==> src/rtl/sample_pwm_dac.sv <==
// Sample FIFO feeding a tick-aligned PWM DAC; one sample is popped per
// sample_tick and rendered as a 2^WIDTH-cycle PWM period.
module sample_pwm_dac #(
  parameter int unsigned WIDTH = 8,
  parameter int unsigned DEPTH = 4
) (
  input  logic                     clk,
  input  logic                     nrst,
  input  logic                     sample_tick,
  input  logic [WIDTH-1:0]         sample_in,
  input  logic                     sample_valid,
  output logic                     sample_ready,
  input  logic                     underrun_clr,
  output logic                     pwm_out,
  output logic                     underrun,
  output logic [$clog2(DEPTH):0]   fifo_count
);

  localparam int unsigned PTR_W = $clog2(DEPTH);
  localparam int unsigned CNT_W = PTR_W + 1;

  typedef enum logic {
    IDLE = 1'b0,
    RUN  = 1'b1
  } state_t;

  state_t             state, state_next;
  logic [WIDTH-1:0]   mem [DEPTH];
  logic [PTR_W-1:0]   wr_ptr, rd_ptr;
  logic [CNT_W-1:0]   count;
  logic [WIDTH-1:0]   duty;
  logic [WIDTH-1:0]   pwm_cnt;
  logic               push, pop, underrun_set;

  assign sample_ready = (count < CNT_W'(DEPTH));
  assign push         = sample_valid && sample_ready;
  assign pop          = sample_tick && (count != '0);
  assign underrun_set = (state == RUN) && sample_tick && (count == '0);
  assign fifo_count   = count;
  assign pwm_out      = (state == RUN) && (pwm_cnt < duty);

  // Sample storage; contents need no reset since count gates every read
  always_ff @(posedge clk) begin
    if (push) mem[wr_ptr] <= sample_in;
  end

  // FIFO pointers and occupancy; pointers wrap naturally (DEPTH is 2^n)
  always_ff @(posedge clk or negedge nrst) begin
    if (!nrst) begin
      wr_ptr <= '0;
      rd_ptr <= '0;
      count  <= '0;
    end else begin
      if (push) wr_ptr <= wr_ptr + PTR_W'(1);
      if (pop)  rd_ptr <= rd_ptr + PTR_W'(1);
      if (push && !pop)      count <= count + CNT_W'(1);
      else if (pop && !push) count <= count - CNT_W'(1);
    end
  end

  // Duty register: reloads on pop, otherwise the last sample repeats
  always_ff @(posedge clk or negedge nrst) begin
    if (!nrst)    duty <= '0;
    else if (pop) duty <= mem[rd_ptr];
  end

  // Period counter realigned to every tick, free-running otherwise
  always_ff @(posedge clk or negedge nrst) begin
    if (!nrst)            pwm_cnt <= '0;
    else if (sample_tick) pwm_cnt <= '0;
    else                  pwm_cnt <= pwm_cnt + WIDTH'(1);
  end

  // Sticky underrun; a simultaneous set beats the clear
  always_ff @(posedge clk or negedge nrst) begin
    if (!nrst)             underrun <= 1'b0;
    else if (underrun_set) underrun <= 1'b1;
    else if (underrun_clr) underrun <= 1'b0;
  end

  always_ff @(posedge clk or negedge nrst) begin
    if (!nrst) state <= IDLE;
    else       state <= state_next;
  end

  // IDLE waits for the first sample; RUN is left only through reset
  always_comb begin
    state_next = state;
    case (state)
      IDLE:    if (pop) state_next = RUN;
      RUN:     state_next = RUN;
      default: state_next = IDLE;
    endcase
  end

endmodule

==> config.mk <==
export PLATFORM = sky130hd
export DESIGN_NAME = sample_pwm_dac
export DESIGN_NICKNAME = d
export VERILOG_FILES = /design/src/rtl/sample_pwm_dac.sv
export SDC_FILE = /design/constraint.sdc
export NUM_CORES = 1
export LEC_CHECK = 0
export ABC_AREA = 1
export CORE_ASPECT_RATIO = 0.6
export CORE_MARGIN = 3
export CORE_UTILIZATION = 44
export CTS_CLUSTER_SIZE = 30
export DETAILED_ROUTE_END_ITERATION = 8
export PLACE_DENSITY = 0.65
export SLEW_MARGIN = 25
export SYNTH_ARGS = -nofsm -noshare
export SYNTH_HDL_FRONTEND = slang
export SYNTH_SLANG_ARGS = --single-unit
export TNS_END_PERCENT = 1
==> constraint.sdc <==
create_clock -name clk -period 2.2 [get_ports clk]
set_input_delay 0.33 -clock clk [delete_from_list [all_inputs] [get_ports clk]]
set_output_delay 0.33 -clock clk [all_outputs]
set_load 0.01 [all_outputs]
==> key figures, run 1 <==
Outcome
  – Run status: complete, no violations

Place
  – DP Cell Count: 343
  – RePlAce Congestion: 0.769
  – Port bufs: 18
  – HPWL after detailed placement: 3.15 mm
  – Setup WS pre-CTS: 101 ps

Cells and area
  – Leading cell type in the layout, fill and taps excluded: nor2_1
  – Final non-filler cell total: 359
  – Layout cells sized above 1: 12.1%
  – Most frequent cells in the layout: nor2_1 (66), edfxtp_1 (32), inv_1 (27), dfrtp_1 (25), nand2_1 (20)
  – Layout Nets: 304
  – Core Util, Final: 56.9%
  – # diodes: 0
  – Area Overhead vs Synth: 18.0%
  – Filler cells: 483

Synthesis
  – Top post-synthesis cells by area: edfxtp_1 (37%), dfrtp_1 (24%), nor2_1 (9.5%)
  – Number of flops mapped to enable cells by yosys: 32
  – YS warnings: 0
  – Yosys top cell area share: 37.0%
  – Async SR Flop Fraction: 43.9%
  – Sequential share of the synthesized area: 61.1%
  – Synth Instances: 244
  – Syn nets: 271
  – Synthesized flop and latch total: 57
  – Mapped Area: 2590 sq um
  – Primary FF master, synth: edfxtp_1
  – Synthesized area per cell: 10.6 sq um
  – Area leader, netlist: edfxtp_1
  – Netlist cell types: 24

Timing
  – TNS Setup: 0 ps
  – Fmax: 0.511 GHz
  – Fin. Hold Viols: 0
  – Crit share post-route: 89.0%
  – Worst Skew: 4.86 ps
  – Final Max Tran Viols: 0
  – Final worst slack: 242 ps
  – Setup Viol. Count Final: 0
  – Post-route minimum period: 1960 ps
  – RSZ-0062 raised after global routing: no
  – Slew of the pin with the lowest slew margin: 666 ps
  – Normalized max-slew margin: 55.6%

Clock tree
  – CTS sink cnt: 57
  – CTS Buffer Depth: 2
  – Clk slew on worst S/H paths: 70 ps
  – Worst-Skew Late Latency: 340 ps
  – CTS Hold Bufs: 0
  – H-tree levels: 3
  – CTS tree: built
  – Cts bufs inserted: 9
  – CTS root buffer: clkbuf_8

Drt
  – Routed via count: 1,663
  – Post-route DRC: 0
  – Via/cell ratio: 4.63
  – Drt pass-1 iters: 4
  – DR iter-0 viols: 60
  – Drt wl/cell: 12.6 um
  – WL final: 4.51 mm
  – Detail Route Antenna Nets: 0

Run
  – Max-Cap Viols: 0

GRT
  – Total grt overflow: 0
  – M2 GR Usage: 25.2%
  – Vias in the first global route: 1,731
  – Initial antenna violation count: 0
  – Largest net degree at the start of global routing: 26
  – GRT met3 Usage: 7.65%
  – Met1 global-route usage: 19.1%
  – GR peak layer: met2
  – Total GRT Usage: 15.7%
  – Global-route wire length before repair: 8.09 mm

Worst setup path
  – Worst EP arrival: 1630 ps
  – R2r startpoint: fifo_count[0]$_DFFE_PN0P_
  – Worst setup EP type: output port
  – Critical Path Source Type: flop
  – Crit path kind: reg -> out
  – Levels on crit path: 7
  – Crit path to: pwm_out
  – Worst R2R End: fifo_count[2]$_DFFE_PN0P_
  – Slack of the worst reg-to-reg path: 360 ps
  – Slowest cell on the critical path: dfrtp_1
  – Worst path required time: 1870 ps
  – CP startpoint: pwm_cnt[7]$_DFF_PN0_
  – Number of cells on the worst reg-to-reg path: 9
  – Buffers & Inverters on Critical Path: 1
  – Worst path max stage delay: 400 ps
  – CP most frequent cell: nand2_1
  – Crit-path leading delay family: flip-flops
  – Crit-path max FO: 3
  – Crit path cell chain: ha_1 -> nand2_1 -> nand2_1 -> nor2_1 -> nand3_1 -> a21oi_1 -> clkbuf_2

Floorplan
  – Die Y: 65.5 um
  – Row cnt: 20
  – Die area: 6890 sq um
  – Initial Util: 48.2%
  – CORE AREA: 5380 sq um
  – Ports: 19
  – Die X: 105 um

Pwr
  – Power, Total: 3.59 mW
  – Pleak: 1.31 nW
  – Peak VDD IR: 0.492 mV
  – PwrDens: 1170 nW/um^2

Hold path
  – Hold Crit Class: in -> async
[per-stage QoR]
stage,instance area (sq um),hold slack [ps]
floorplan,2590,34.4
global placement,2870,473
detailed placement,2870,498
CTS,3070,355
global route,3060,368
finish,3060,351
[per-layer routing]
layer	vias up	part of all wire, %
li1	862	-
met3	4	4.9
met1	771	49
met5	-	0
met2	26	45
met4	0	0.84
[cells in the mapped netlist, types with 2 or more instances]
library cell   n
xor2_1         3
nor3_1         2
nor2_2         2
edfxtp_1      32
o21ai_1        8
nor2_1        66
a21oi_1       15
nand2_1       20
buf_6          3
inv_1         27
buf_12         2
ha_1          13
nand3_1        4
dfrtp_1       25
o21ai_0       13
[worst reg2reg max path, stage by stage (launching register included)]
cell and delay, ps:
dfrtp_1 430, nor2_1 120, nand2_1 90, nand2_2 80, ha_1 130, inv_1 60
fa_1 380, a21oi_1 150, o21ai_0 120, xor2_1 160
[power breakdown]
part / switching [mW] / internal [mW] / leakage [nW]
sequential: 0.220 / 1.37 / 0.592
combinational: 0.571 / 0.453 / 0.627
clock: 0.450 / 0.531 / 0.0925
total: 1.24 / 2.35 / 1.31
[flip-flops by register name, summed over array words and instances, names as in the netlist]
register    cells
underrun        1
wr_ptr          2
state           1
rd_ptr          2
fifo_count      3
duty            8
pwm_cnt         8
mem            32
[logic make-up after synthesis]
kind of cell / after synthesis / share of synthesized area, %
simple gates: 97 / 15.3
buf+inv: 34 / 7.33
compound gates: 37 / 7.18
fa+ha+maj: 14 / 7.04
flops: 57 / 61.1
xor+xnor: 5 / 1.98
[timing repair]
action | CTS | global route
endpoints found under the setup margin | 1 | 1
gates resized for setup | 1 | 2
setup buffers | 0 | 0
[worst min path at each step]
| stage | cells after the start | slack (ps) | to |
|---|---|---|---|
| finish | 2 | 350 | wr_ptr[1]$_DFFE_PN0P_ |
| detailed placement | 1 | 500 | pwm_cnt[0]$_DFF_PN0_ |
| global route | 2 | 370 | wr_ptr[0]$_DFFE_PN0P_ |
| CTS | 2 | 360 | wr_ptr[0]$_DFFE_PN0P_ |
| floorplan | 0 | 30 | duty[0]$_DFFE_PN0P_ |
| global placement | 1 | 470 | pwm_cnt[0]$_DFF_PN0_ |
[cell type report]
type / count / area, sq um / share of cell area [%]
clock buffers: 9 / 124 / 4.04
clock inverters: 7 / 78.8 / 2.57
inverters: 29 / 116 / 3.80
multi-input cells: 153 / 818 / 26.7
flip-flops and latches: 57 / 1590 / 51.8
well taps: 77 / 96.3 / 3.15
repair buffers: 27 / 243 / 7.92
Power figures use the tool's default switching activity.
==> inputs of run 2 (changes only) <==
--- a/config.mk
+++ b/config.mk
@@ -12,6 +12,8 @@
 export CTS_CLUSTER_SIZE = 30
 export DETAILED_ROUTE_END_ITERATION = 8
 export PLACE_DENSITY = 0.65
+export RECOVER_POWER = 50
+export SKIP_CTS_REPAIR_TIMING = 1
 export SLEW_MARGIN = 25
 export SYNTH_ARGS = -nofsm -noshare
 export SYNTH_HDL_FRONTEND = slang
==> run 2 against run 1 <==
Effect of this change:
- die area unchanged
- clock power about the same
- cell count did not move
- first-iteration DRC count rose by 15%
- sequential power is essentially flat
- critical endpoint unchanged
- largest cell class unchanged
==> key figures, run 2 (synthesized netlist as in run 1, its figures left out) <==
Outcome
  – Run status: complete, no violations (unchanged)

Pwr
  – Pint: 2.34 mW (was 2.35 mW)
  – Clock network power share: 27.3% (about the same)
  – Peak VDD IR: 0.492 mV (about the same)
  – Pleak: 1.31 nW (about the same)
  – Switch Pwr: 1.24 mW (about the same)
  – Share of power burned in registers: 44.2% (was 44.1%)
  – Power, Total: 3.58 mW (was 3.59 mW)
  – Sw Share: 34.6% (about the same)
  – PwrDens: 1170 nW/um^2 (about the same)
  – Combinational share of power: 28.4% (was 28.5%)

Cells and area
  – Largest Register: mem (unchanged)
  – Core Util, Final: 56.9% (unchanged)
  – Leading cell type in the layout, fill and taps excluded: nor2_1 (unchanged)
  – Biggest regs: mem x32, duty x8, pwm_cnt x8 (unchanged)
  – Layout Nets: 304 (unchanged)
  – # diodes: 0 (unchanged)
  – Filler cells: 485 (was 483)
  – Area Overhead vs Synth: 18.0% (unchanged)
  – Layout cells sized above 1: 11.0% (was 12.1%)
  – Max reg flops: 32 (unchanged)
  – Final non-filler cell total: 359 (unchanged)
  – Most frequent cells in the layout: nor2_1 (66), edfxtp_1 (32), inv_1 (27), dfrtp_1 (25), nand2_1 (20) (unchanged)
  – Multi-input gate area: 818 sq um (unchanged)
  – FF+latch area: 1590 sq um (unchanged)

Worst setup path
  – Worst EP arrival: 1640 ps (was 1630 ps)
  – Crit path kind: reg -> out (unchanged)
  – Worst path required time: 1870 ps (about the same)
  – Levels on crit path: 7 (unchanged)
  – Worst path max stage delay: 400 ps (about the same)
  – Crit-path max FO: 3 (unchanged)
  – Crit path cell chain: ha_1 -> nand2_1 -> nand2_1 -> nor2_1 -> nand3_1 -> a21oi_1 -> dlymetal6s2s_1 (was ha_1 -> nand2_1 -> nand2_1 -> nor2_1 -> nand3_1 -> a21oi_1 -> clkbuf_2)
  – Buffers & Inverters on Critical Path: 1 (unchanged)
  – CP most frequent cell: nand2_1 (unchanged)
  – Slowest cell on the critical path: dfrtp_1 (unchanged)
  – Crit-path leading delay family: flip-flops (unchanged)
  – Number of cells on the worst reg-to-reg path: 9 (unchanged)
  – Worst setup EP type: output port (unchanged)
  – Critical Path Source Type: flop (unchanged)

Hold path
  – Cells on Worst Hold Path: 1
  – Hold Crit Class: reg -> reg (was in -> async)

Timing
  – Setup Viol. Count Final: 0 (unchanged)
  – Fin. Hold Viols: 0 (unchanged)
  – Slew of the pin with the lowest slew margin: 1350 ps (was 666 ps)
  – Fmax: 0.508 GHz (was 0.511 GHz)
  – Normalized max-slew margin: 9.82% (was 55.6%)
  – Post-route minimum period: 1970 ps (was 1960 ps)
  – Crit share post-route: 89.5% (was 89.0%)
  – Final Max Tran Viols: 0 (unchanged)
  – Worst Skew: 4.83 ps (was 4.86 ps)
  – RSZ-0062 raised after global routing: no (unchanged)

Drt
  – DR iter-0 viols: 69 (was 60)
  – Drt pass-1 iters: 4 (unchanged)
  – Drt wl/cell: 12.5 um (was 12.6 um)
  – Routed via count: 1,663 (unchanged)
  – Detail Route Antenna Nets: 0 (unchanged)
  – Via/cell ratio: 4.63 (unchanged)
  – Post-route DRC: 0 (unchanged)
  – WL final: 4.50 mm (was 4.51 mm)

GRT
  – Total grt overflow: 0 (unchanged)
  – Initial antenna violation count: 0 (unchanged)
  – Total GRT Usage: 15.7% (unchanged)
  – Vias in the first global route: 1,731 (unchanged)
  – Largest net degree at the start of global routing: 26 (unchanged)
  – Global-route wire length before repair: 8.09 mm (unchanged)

Floorplan
  – Row cnt: 20 (unchanged)
  – Die area: 6890 sq um (unchanged)
  – Initial Util: 48.2% (unchanged)
  – Die Y: 65.5 um (unchanged)
  – Ports: 19 (unchanged)
  – Die X: 105 um (unchanged)
  – CORE AREA: 5380 sq um (unchanged)

Place
  – DP Cell Count: 343 (unchanged)
  – Port bufs: 18 (unchanged)
  – HPWL after detailed placement: 3.15 mm (unchanged)
  – RePlAce Congestion: 0.769 (unchanged)

Clock tree
  – CTS sink cnt: 57 (unchanged)
  – CTS tree: built (unchanged)
  – CTS root buffer: clkbuf_8 (unchanged)
  – Worst-Skew Late Latency: 340 ps (about the same)
  – Cts bufs inserted: 9 (unchanged)
  – CTS Buffer Depth: 2 (unchanged)
  – H-tree levels: 3 (unchanged)
  – Clk slew on worst S/H paths: 70 ps (about the same)

Run
  – Max-Cap Viols: 0 (unchanged)
run 2: cell count changes in the layout (fill, tap and decap cells not counted), sizes merged:
cell / before / now
buf: 9 / 7
clkbuf: 10 / 11
dlymetal6s2s: 0 / 1
clkdlybuf4s50: 17 / 7
dlygate4sd3: 0 / 10
run 2: worst reg2reg max path, stage by stage (launching register included):
cell     delay [ps]
dfrtp_1         430
nor2_1          120
nand2_1          90
nand2_2          80
ha_1            130
inv_1            60
fa_1            380
a21oi_1         150
o21ai_0         120
xor2_1          160
run 2: path summary, 6_finish.rpt:
kind                                            from                   endpoint  slack (ps)
min in group asynchronous                       nrst      wr_ptr[1]$_DFFE_PN0P_         820
hold / removal                  pwm_cnt[0]$_DFF_PN0_       pwm_cnt[0]$_DFF_PN0_         500
max in group asynchronous                       nrst       pwm_cnt[0]$_DFF_PN0_         580
setup / recovery                pwm_cnt[7]$_DFF_PN0_                    pwm_out         230
setup reg to reg           fifo_count[0]$_DFFE_PN0P_  fifo_count[2]$_DFFE_PN0P_         360
hold reg to reg                 pwm_cnt[0]$_DFF_PN0_       pwm_cnt[0]$_DFF_PN0_         500
run 2: layout make-up:
cell class / count / area share, %
Sequential cell: 57 / 51.8
Multi-Input combinational cell: 153 / 26.7
Timing Repair Buffer: 27 / 7.92
Clock buffer: 9 / 4.04
Inverter: 29 / 3.80
Tap cell: 77 / 3.15
Clock inverter: 7 / 2.57
run 2: through the flow:
| stage | instance area, sq um | hold WS [ps] | TNS [ps] | setup slack (ps) |
|---|---|---|---|---|
| 3_3_place_gp | 2870 | 473 | 0 | 166 |
| 6_report | 3060 | 497 | 0 | 231 |
| 4_1_cts | 3070 | 355 | -188 | -188 |
| 3_5_place_dp | 2870 | 498 | 0 | 101 |
| 5_1_grt | 3060 | 544 | 0 | 31.2 |
| 2_1_floorplan | 2590 | 34.4 | 0 | 306 |
run 2: layer usage:
layer / GRT usage [%] / up-vias / wire (um)
met5: 0 / - / 0
met4: 4.42 / 0 / 38
met3: 7.65 / 4 / 279
met2: 25.2 / 31 / 2010
met1: 19.1 / 766 / 2180
li1: - / 862 / -
run 2: power by group through the flow:
stage,sequential (mW),clock (mW),combinational [mW]
after global routing,1.62,1.07,1.19
after global placement,1.60,0,1.02
after CTS,1.59,1.01,1.04
after detailed placement,1.61,0,1.03
after floorplan,1.51,0,0.873
final,1.59,0.980,1.02
